<file path="config.mk">
export PLATFORM = sky130hd
export DESIGN_NAME = ps2_byte_rx
export DESIGN_NICKNAME = d
export VERILOG_FILES = /design/src/rtl/ps2_pkg.sv /design/src/rtl/ps2_line_filter.sv /design/src/rtl/ps2_byte_rx.sv
export SDC_FILE = /design/constraint.sdc
export NUM_CORES = 1
export LEC_CHECK = 0
export ABC_CLOCK_PERIOD_IN_PS = 2000
export CORE_UTILIZATION = 39
export DETAILED_ROUTE_END_ITERATION = 8
export SLEW_MARGIN = 20
export SYNTH_ARGS = -nofsm -noshare
export SYNTH_HDL_FRONTEND = slang
export SYNTH_SLANG_ARGS = --single-unit
</file>
<file path="constraint.sdc">
create_clock -name clk -period 2 [get_ports clk]
set_input_delay 0.4 -clock clk [delete_from_list [all_inputs] [get_ports clk]]
set_output_delay 0.4 -clock clk [all_outputs]
set_load 0.02 [all_outputs]
</file>
<file path="src/rtl/ps2_pkg.sv">
// Shared types and helpers for the PS/2 device-to-host byte receiver.
package ps2_pkg;

    typedef enum logic [1:0] {
        IDLE   = 2'd0,
        DATA   = 2'd1,
        PARITY = 2'd2,
        STOP   = 2'd3
    } rx_state_t;

    localparam int PS2_DATA_BITS  = 8;
    localparam int PS2_FRAME_BITS = 11;

    // Odd parity over data plus parity bit: an odd number of ones is a good frame.
    function automatic logic odd_parity_ok(input logic [PS2_DATA_BITS-1:0] data,
                                           input logic par);
        return ^{data, par};
    endfunction

endpackage

</file>
<file path="src/rtl/ps2_line_filter.sv">
// Synchronizer, glitch filter and registered falling-edge pulse for one raw PS/2 line.
module ps2_line_filter #(
    parameter int SYNC_STAGES = 2,
    parameter int FILTER_LEN  = 4
) (
    input  logic clk,
    input  logic reset,
    input  logic line_in,
    output logic fall
);

    localparam int CW = (FILTER_LEN > 1) ? $clog2(FILTER_LEN) : 1;

    logic [SYNC_STAGES-1:0] sync_r;
    logic [CW-1:0]          cnt_r;
    logic                   filt_r;
    logic                   prev_r;
    logic                   synced_s;

    assign synced_s = sync_r[SYNC_STAGES-1];

    // Synchronizer chain; idle-high line so it resets to ones.
    always_ff @(posedge clk or posedge reset) begin
        if (reset) begin
            sync_r <= '1;
        end else begin
            sync_r <= {sync_r[SYNC_STAGES-2:0], line_in};
        end
    end

    // Filtered level flips only after FILTER_LEN consecutive samples of the new value.
    always_ff @(posedge clk or posedge reset) begin
        if (reset) begin
            cnt_r  <= '0;
            filt_r <= 1'b1;
        end else if (synced_s == filt_r) begin
            cnt_r  <= '0;
        end else if (cnt_r == CW'(FILTER_LEN - 1)) begin
            filt_r <= synced_s;
            cnt_r  <= '0;
        end else begin
            cnt_r  <= cnt_r + CW'(1);
        end
    end

    // Previous filtered level for edge detection.
    always_ff @(posedge clk or posedge reset) begin
        if (reset) begin
            prev_r <= 1'b1;
        end else begin
            prev_r <= filt_r;
        end
    end

    assign fall = prev_r & ~filt_r;

endmodule

</file>
<file path="src/rtl/ps2_byte_rx.sv">
// PS/2 device-to-host receiver: recovers 11-bit frames and emits one byte per good frame.
module ps2_byte_rx
    import ps2_pkg::*;
#(
    parameter int SYNC_STAGES    = 2,
    parameter int FILTER_LEN     = 4,
    parameter int TIMEOUT_CYCLES = 20000
) (
    input  logic       clk,
    input  logic       reset,
    input  logic       ps2_clk,
    input  logic       ps2_data,
    output logic [7:0] byte_out,
    output logic       byte_valid,
    output logic       parity_err,
    output logic       frame_err
);

    localparam int TW = $clog2(TIMEOUT_CYCLES + 1);
    localparam logic [2:0] LAST_BIT = 3'(PS2_DATA_BITS - 1);

    logic [SYNC_STAGES-1:0]   data_sync_r;
    logic                     data_s;
    logic                     fall_s;
    rx_state_t                state_r;
    logic [2:0]               bit_cnt_r;
    logic [PS2_DATA_BITS-1:0] shift_r;
    logic                     parity_r;
    logic [TW-1:0]            to_cnt_r;

    ps2_line_filter #(
        .SYNC_STAGES (SYNC_STAGES),
        .FILTER_LEN  (FILTER_LEN)
    ) u_clk_filter (
        .clk     (clk),
        .reset   (reset),
        .line_in (ps2_clk),
        .fall    (fall_s)
    );

    // Data line needs only synchronizing; it is sampled on clock falls.
    always_ff @(posedge clk or posedge reset) begin
        if (reset) begin
            data_sync_r <= '1;
        end else begin
            data_sync_r <= {data_sync_r[SYNC_STAGES-2:0], ps2_data};
        end
    end

    assign data_s = data_sync_r[SYNC_STAGES-1];

    // Frame FSM with timeout; the timeout check precedes fall so a simultaneous fall is dropped.
    always_ff @(posedge clk or posedge reset) begin
        if (reset) begin
            state_r    <= IDLE;
            bit_cnt_r  <= 3'd0;
            shift_r    <= 8'h00;
            parity_r   <= 1'b0;
            to_cnt_r   <= '0;
            byte_out   <= 8'h00;
            byte_valid <= 1'b0;
            parity_err <= 1'b0;
            frame_err  <= 1'b0;
        end else begin
            byte_valid <= 1'b0;
            parity_err <= 1'b0;
            frame_err  <= 1'b0;
            if (state_r != IDLE && to_cnt_r == TW'(TIMEOUT_CYCLES - 1)) begin
                state_r   <= IDLE;
                bit_cnt_r <= 3'd0;
                to_cnt_r  <= '0;
                frame_err <= 1'b1;
            end else if (state_r == IDLE) begin
                to_cnt_r <= '0;
                if (fall_s && !data_s) begin
                    state_r   <= DATA;
                    bit_cnt_r <= 3'd0;
                end else begin
                    state_r   <= IDLE;
                end
            end else if (fall_s) begin
                to_cnt_r <= '0;
                case (state_r)
                    DATA: begin
                        shift_r[bit_cnt_r] <= data_s;
                        if (bit_cnt_r == LAST_BIT) begin
                            state_r <= PARITY;
                        end else begin
                            bit_cnt_r <= bit_cnt_r + 3'd1;
                        end
                    end
                    PARITY: begin
                        parity_r <= data_s;
                        state_r  <= STOP;
                    end
                    STOP: begin
                        state_r   <= IDLE;
                        bit_cnt_r <= 3'd0;
                        if (!data_s) begin
                            frame_err <= 1'b1;
                        end else if (!odd_parity_ok(shift_r, parity_r)) begin
                            parity_err <= 1'b1;
                        end else begin
                            byte_out   <= shift_r;
                            byte_valid <= 1'b1;
                        end
                    end
                    default: begin
                        state_r <= IDLE;
                    end
                endcase
            end else begin
                to_cnt_r <= to_cnt_r + TW'(1);
            end
        end
    end

endmodule
</file>
# ---- Word level (Yosys, flattened, before mapping)
# Cells that the tools add are included.
dict set report op_classes {
  magnitude_cmp 2
  eq_ne 10
  reduce_logical 15
  muxes 37
  bitwise_logic 5
  addsub 3
}
# operator count
set ops {}
lappend ops {{$mux W15} 3}
lappend ops {{$mux W1} 19}
lappend ops {{$add A15 B1 Y15 const B} 1}
lappend ops {{$eq A15 B15 Y1 const B} 1}
lappend ops {{$mux W3} 5}
lappend ops {{$mux W2} 6}
lappend ops {{$reduce_and A4 Y1} 3}
lappend ops {{$reduce_xor A9 Y1} 1}
lappend ops {{$bwmux W8} 1}
lappend ops {{$ne A4 B4 Y1 const B} 2}
lappend ops {{$eq A2 B2 Y1 const B} 3}
lappend ops {{$pmux W3 S2} 1}
lappend ops {{$reduce_and A6 Y1} 1}
lappend ops {{$lt A3 B4 Y1 const B} 1}
lappend ops {{$not A1 Y1} 4}
lappend ops {{$pmux W2 S2} 1}
lappend ops {{$reduce_and A2 Y1} 2}
lappend ops {{$reduce_bool A4 Y1} 1}
lappend ops {{$add A3 B1 Y3 const B} 1}
lappend ops {{$demux W1 S3} 1}
lappend ops {{$eq A3 B3 Y1 const B} 1}
lappend ops {{$ge A3 B1 Y1 const B} 1}
lappend ops {{$logic_and A1 B1 Y1} 3}
lappend ops {{$ne A3 B2 Y1 const B} 1}
lappend ops {{other kinds (8)} 8}
dict set report totals {
  reg_bits 48
  inputBits 4
  output_inout_bits 11
  elab_cells 86
}

# ---- Depth between registers and ports, before layout
dict set report logic_depth {
  word_depth 7
  depth_mapped 8
  depth_no_buf 7
}

# ---- Hierarchy
# Synthesis repeated with hierarchy kept, for this count alone.
dict set report hier_totals {
  cells_unflattened 187
  area_unflattened_um2 2316.0
}
# mod area_each_um2 seq_area_each_um2 n_inst cells_per_inst
set modules_own_cells {}
lappend modules_own_cells {ps2_byte_rx 2099.5 1053.5 1 174}
lappend modules_own_cells {ps2_line_filter 216.5 155.1 1 13}

# ---- Least setup slack after synthesis
# Ideal clock, no wire load.
dict set report synth_timing {
  path_kind {register -> register}
  start {register to_cnt_r[0]}
  end {register shift_r[4]}
  stages_incl_launch_ff 7
  setup_ns 0.128
  arrival_ns 1.825
  setup_slack_ns 0.047
  n_path_buf 0
  required_time_ns 1.872
  period_less_slack_ns 1.953
  cell_sequence {dfrtp_1 > ha_1 > and4_1 > a41oi_4 > nand3_2 > nor4b_2 > mux2_1}
}
dict set report synth_via {
  elab_chain_len 4
}
# item line
set synth_rtl {}
lappend synth_rtl {{start, declared} ps2_byte_rx.sv:29} ;# logic [TW-1:0] to_cnt_r;
lappend synth_rtl {{start signal, assigned} ps2_byte_rx.sv:113} ;# to_cnt_r <= to_cnt_r + TW'(1);
lappend synth_rtl {{$eq A15 B15 Y1} ps2_byte_rx.sv:68} ;# if (state_r != IDLE && to_cnt_r == TW'(TIMEOUT_CYCLES - 1)) begin
lappend synth_rtl {{$logic_and A1 B1 Y1} ps2_byte_rx.sv:68}
lappend synth_rtl {{$not A1 Y1 (no line)} n/a}
lappend synth_rtl {{$reduce_and A4 Y1 (no line)} n/a}
lappend synth_rtl {{end signal, assigned by index} ps2_byte_rx.sv:85} ;# shift_r[bit_cnt_r] <= data_s;
lappend synth_rtl {{end, declared} ps2_byte_rx.sv:27} ;# logic [PS2_DATA_BITS-1:0] shift_r;
# Every way passes these cells.
# A chain may end at the register's enable or synchronous reset.

# ---- Worst setup path after layout
dict set report layout_timing {
  start {register to_cnt_r[0]}
  end {register shift_r[1]}
}
# The elaborated chain is that of the path after synthesis.

==> impl_metrics.env <==
export IMPL_outcome="complete, no violations"
export IMPL_timing_max_transition_violations_final=0
export IMPL_wire_length_of_the_first_global_routing_pass_mm=6.93
export IMPL_start_util_pct=41.6
export IMPL_worst_r2r_startpoint="to_cnt_r[0]"
export IMPL_timing_critical_path_slowest_stage_cell="sky130_fd_sc_hd__dfrtp_1"
export IMPL_yosys_most_used_dff="sky130_fd_sc_hd__dfrtp_1"
export IMPL_cts_tree="done"
export IMPL_synth_simple_area_share_pct=18.3
export IMPL_synthesis_instances=192
export IMPL_layoutNonFillerInstCount=295
export IMPL_vias_after_detailed_routing=1464
export IMPL_route_antenna_remaining_nets=0
export IMPL_r2r_end="shift_r[1]"
export IMPL_largest_buffer_count_on_any_clock_path=2
export IMPL_dr_pass1_iters=4
export IMPL_die_width_um=79.6
export IMPL_post_synthesis_xor_xnor_area_fraction_pct=8.80
export IMPL_root_buffer="sky130_fd_sc_hd__clkbuf_8"
export IMPL_worst_setup_path_type="reg2reg"
export IMPL_hold_path_endpoint="data_sync_r[1]"
export IMPL_design_area_final_um2=2880
export IMPL_hold_path_startpoint="data_sync_r[0]"
export IMPL_rsz0062_at_grt="yes"
export IMPL_worst_path_buf_inv=0
export IMPL_tritoncts_num_buffers=5
export IMPL_final_cell_mix="sky130_fd_sc_hd__dfrtp_1 (42), sky130_fd_sc_hd__nor2_1 (16), sky130_fd_sc_hd__nand2_1 (14), sky130_fd_sc_hd__clkdlybuf4s50_1 (14), sky130_fd_sc_hd__buf_4 (14)"
export IMPL_clk_latency_ps=300
export IMPL_clock_sinks=48
export IMPL_layout_nets=234
export IMPL_commonest_non_fill_non_tap_cell_in_the_layout="sky130_fd_sc_hd__dfrtp_1"
export IMPL_clkTransAtPathRegs_ps=80
export IMPL_route_detailed_wl_per_inst_um=13.6
export IMPL_vias_in_the_first_global_route=1440
export IMPL_rr_worst_depth=6
export IMPL_finalWeightedCongestion=0.781
export IMPL_placement_io_buffers=14
export IMPL_vertical_die_dimension_um=79.6
export IMPL_hold_class="reg2reg"
export IMPL_critical_path_endpoint_type="register"
export IMPL_power_leakage_nw=1.27
export IMPL_synthDistinctLibCells=44
export IMPL_post_drt_via_cell_ratio=4.96
export IMPL_synth_largest_area_cell="sky130_fd_sc_hd__dfrtp_1"
export IMPL_htree_levels=2
export IMPL_reg2reg_slack_ps=90
export IMPL_initial_antenna_violation_count=0
export IMPL_yosys_area_share_adder_pct=4.27
export IMPL_tightest_slew_ps=428
export IMPL_timing_critical_path_slowest_cell_delay_ps=400
export IMPL_cp_arrival_ps=2090
export IMPL_synth_edff_count=0
export IMPL_fin_crit_sh_pct=95.6
export IMPL_crit_required_ps=2180
export IMPL_timing_critical_path_max_delay_family="simple AND/OR/NAND/NOR gates"
export IMPL_fin_total_pwr_mw=3.14
export IMPL_slew_headroom_pct=71.4
export IMPL_timing_max_cap_violations=0
export IMPL_synth_fp_nets=204
export IMPL_worst_path_max_fanout=5
export IMPL_fin_worst_skew_ps=8.50
export IMPL_synth_largest_type_area_fraction_pct=44.8
export IMPL_share_of_cell_area_taken_by_muxes_after_synthesis_pct=10.2
export IMPL_row_cnt=27
export IMPL_place_detailed_instances=285
export IMPL_vdd_ir_drop_max_mv=0.427
export IMPL_detail_route_drc_violations=0
export IMPL_number_of_cells_traversed_by_the_worst_hold_path=0
export IMPL_path_cells="ha_1, and4_4, a41oi_4, nand3_4, nor4b_2, mux2_1"
export IMPL_synth_top_family_by_area="simple AND/OR/NAND/NOR gates"
export IMPL_num_io_pins=15
export IMPL_die_area_um2=6330
export IMPL_post_synth_instance_area_um2=2350
export IMPL_wl_mm=4.01
export IMPL_synthArstFlopShare_pct=100
export IMPL_synth_sequential_area_ratio_pct=51.5
export IMPL_totalNegativeSetupSlack_ps=0
export IMPL_postSynthAreaPerCell_um2=12.2
export IMPL_timing_critical_path_from_type="register"
export IMPL_power_density_nw_per_um2=1090
export IMPL_area_growth_syn_to_fin_pct=22.9
export IMPL_report_final_setup_viol=0
export IMPL_synth_top_cells_by_area="sky130_fd_sc_hd__dfrtp_1 (45%), sky130_fd_sc_hd__dfstp_2 (6.7%), sky130_fd_sc_hd__xnor2_1 (4.9%)"
export IMPL_finalWorstPathRequiredPeriod_ps=1910
export IMPL_num_antenna_cells=0
export IMPL_finalHoldViolCount=0
export IMPL_max_freq_mhz=523
export IMPL_yosys_warnings=0
export IMPL_synth_compound_gate_area_share_pct=4.69
export IMPL_globalRouteTotalUtil_pct=14.2
export IMPL_grt_max_degree=22
export IMPL_post_route_cells_drive_above_1_share_pct=26.0
export IMPL_post_route_util_pct=51.1
export IMPL_placeableCoreArea_um2=5640
export IMPL_placed_cell_area_um2=2660
export IMPL_synth_ff_latch_count=48
export IMPL_dp_hpwl_mm=2.80
export IMPL_gr_ovfl_total=0
export IMPL_detailedRoute_firstIterationViolations=62
[flip-flops by register name (all words and copies together) (netlist names)]
name and flops:
u_clk_filter.cnt_r 2, shift_r 8, bit_cnt_r 3, state_r 2, data_sync_r 2, byte_valid 1, frame_err 1, byte_out 8
parity_r 1, u_clk_filter.sync_r 2, u_clk_filter.prev_r 1, parity_err 1, u_clk_filter.filt_r 1, to_cnt_r 15
[worst max path at each step]
stage | slack (ps) | end | depth (start not counted) | start
after floorplan | 50 | shift_r[4] | 6 | to_cnt_r[0]
after global placement | 60 | shift_r[4] | 6 | to_cnt_r[0]
after detailed placement | -10 | shift_r[4] | 6 | to_cnt_r[0]
after CTS | 20 | shift_r[4] | 6 | to_cnt_r[0]
after global routing | -30 | shift_r[1] | 6 | to_cnt_r[0]
final | 90 | shift_r[1] | 6 | to_cnt_r[0]
[kinds of logic after synthesis]
| kind of cell | after synthesis |
|---|---|
| AND/OR/NAND/NOR | 69 |
| buffers and inverters | 14 |
| XOR/XNOR | 21 |
| multiplexers | 19 |
| adder cells (fa/ha/maj) | 8 |
| flip-flops | 48 |
| AO/OA/AOI/OAI | 13 |
[routing by layer]
metal	up-vias	global-route usage (%)	wire length, um
met4	0	3.82	30
li1	725	-	-
met2	18	21.8	1810
met1	717	19.6	2070
met3	4	3.77	104
met5	-	0	0
[area by class of cell]
type                    count  area, um^2
fillers                   491        2760
flip-flops and latches     48        1210
inverters                   8        30.0
well taps                  72        90.1
clock buffers               6        72.6
multi-input cells         130        1160
clock inverters             2        60.1
repair buffers             29         265
[synth_stat cells, types with 2 or more instances]
cell                        n
sky130_fd_sc_hd__nor4b_2    2
sky130_fd_sc_hd__dfstp_2    6
sky130_fd_sc_hd__nand3_1    5
sky130_fd_sc_hd__mux2_1     8
sky130_fd_sc_hd__nor2_1    16
sky130_fd_sc_hd__and2_1     2
sky130_fd_sc_hd__a22o_1     2
sky130_fd_sc_hd__ha_1       8
sky130_fd_sc_hd__clkbuf_1   5
sky130_fd_sc_hd__nand3b_1   2
sky130_fd_sc_hd__a21oi_1    3
sky130_fd_sc_hd__nor2b_1    5
sky130_fd_sc_hd__o21ai_0    2
sky130_fd_sc_hd__nand2_1   14
sky130_fd_sc_hd__mux2_2     3
sky130_fd_sc_hd__inv_1      8
sky130_fd_sc_hd__nor3_1     6
sky130_fd_sc_hd__xnor2_1   13
sky130_fd_sc_hd__and4_1     3
sky130_fd_sc_hd__xor2_1     6
sky130_fd_sc_hd__mux2_4     7
sky130_fd_sc_hd__dfrtp_1   42
sky130_fd_sc_hd__nand4_1    3
[where the power goes]
group / switching, mW / internal (mW)
clock network: 0.316 / 0.500
registers: 0.115 / 1.12
logic: 0.567 / 0.522
total: 0.998 / 2.15
[timing repair]
item / 4_1_cts / 5_1_grt
hold buffers: 0 / 0
endpoints found under the hold margin: 0 / 0
resized for setup: 4 / 7
endpoints found under the setup margin: 2 / 14
buffers inserted: 1 / 1
pin swaps: 2 / 6
[metrics by stage]
stage	setup WS, ps	hold slack [ps]
floorplan	47.2	345
global placement	64.6	347
detailed placement	-13.5	347
CTS	24.9	360
global route	-27.3	364
finish	88.4	358
Power figures use the tool's default switching activity.
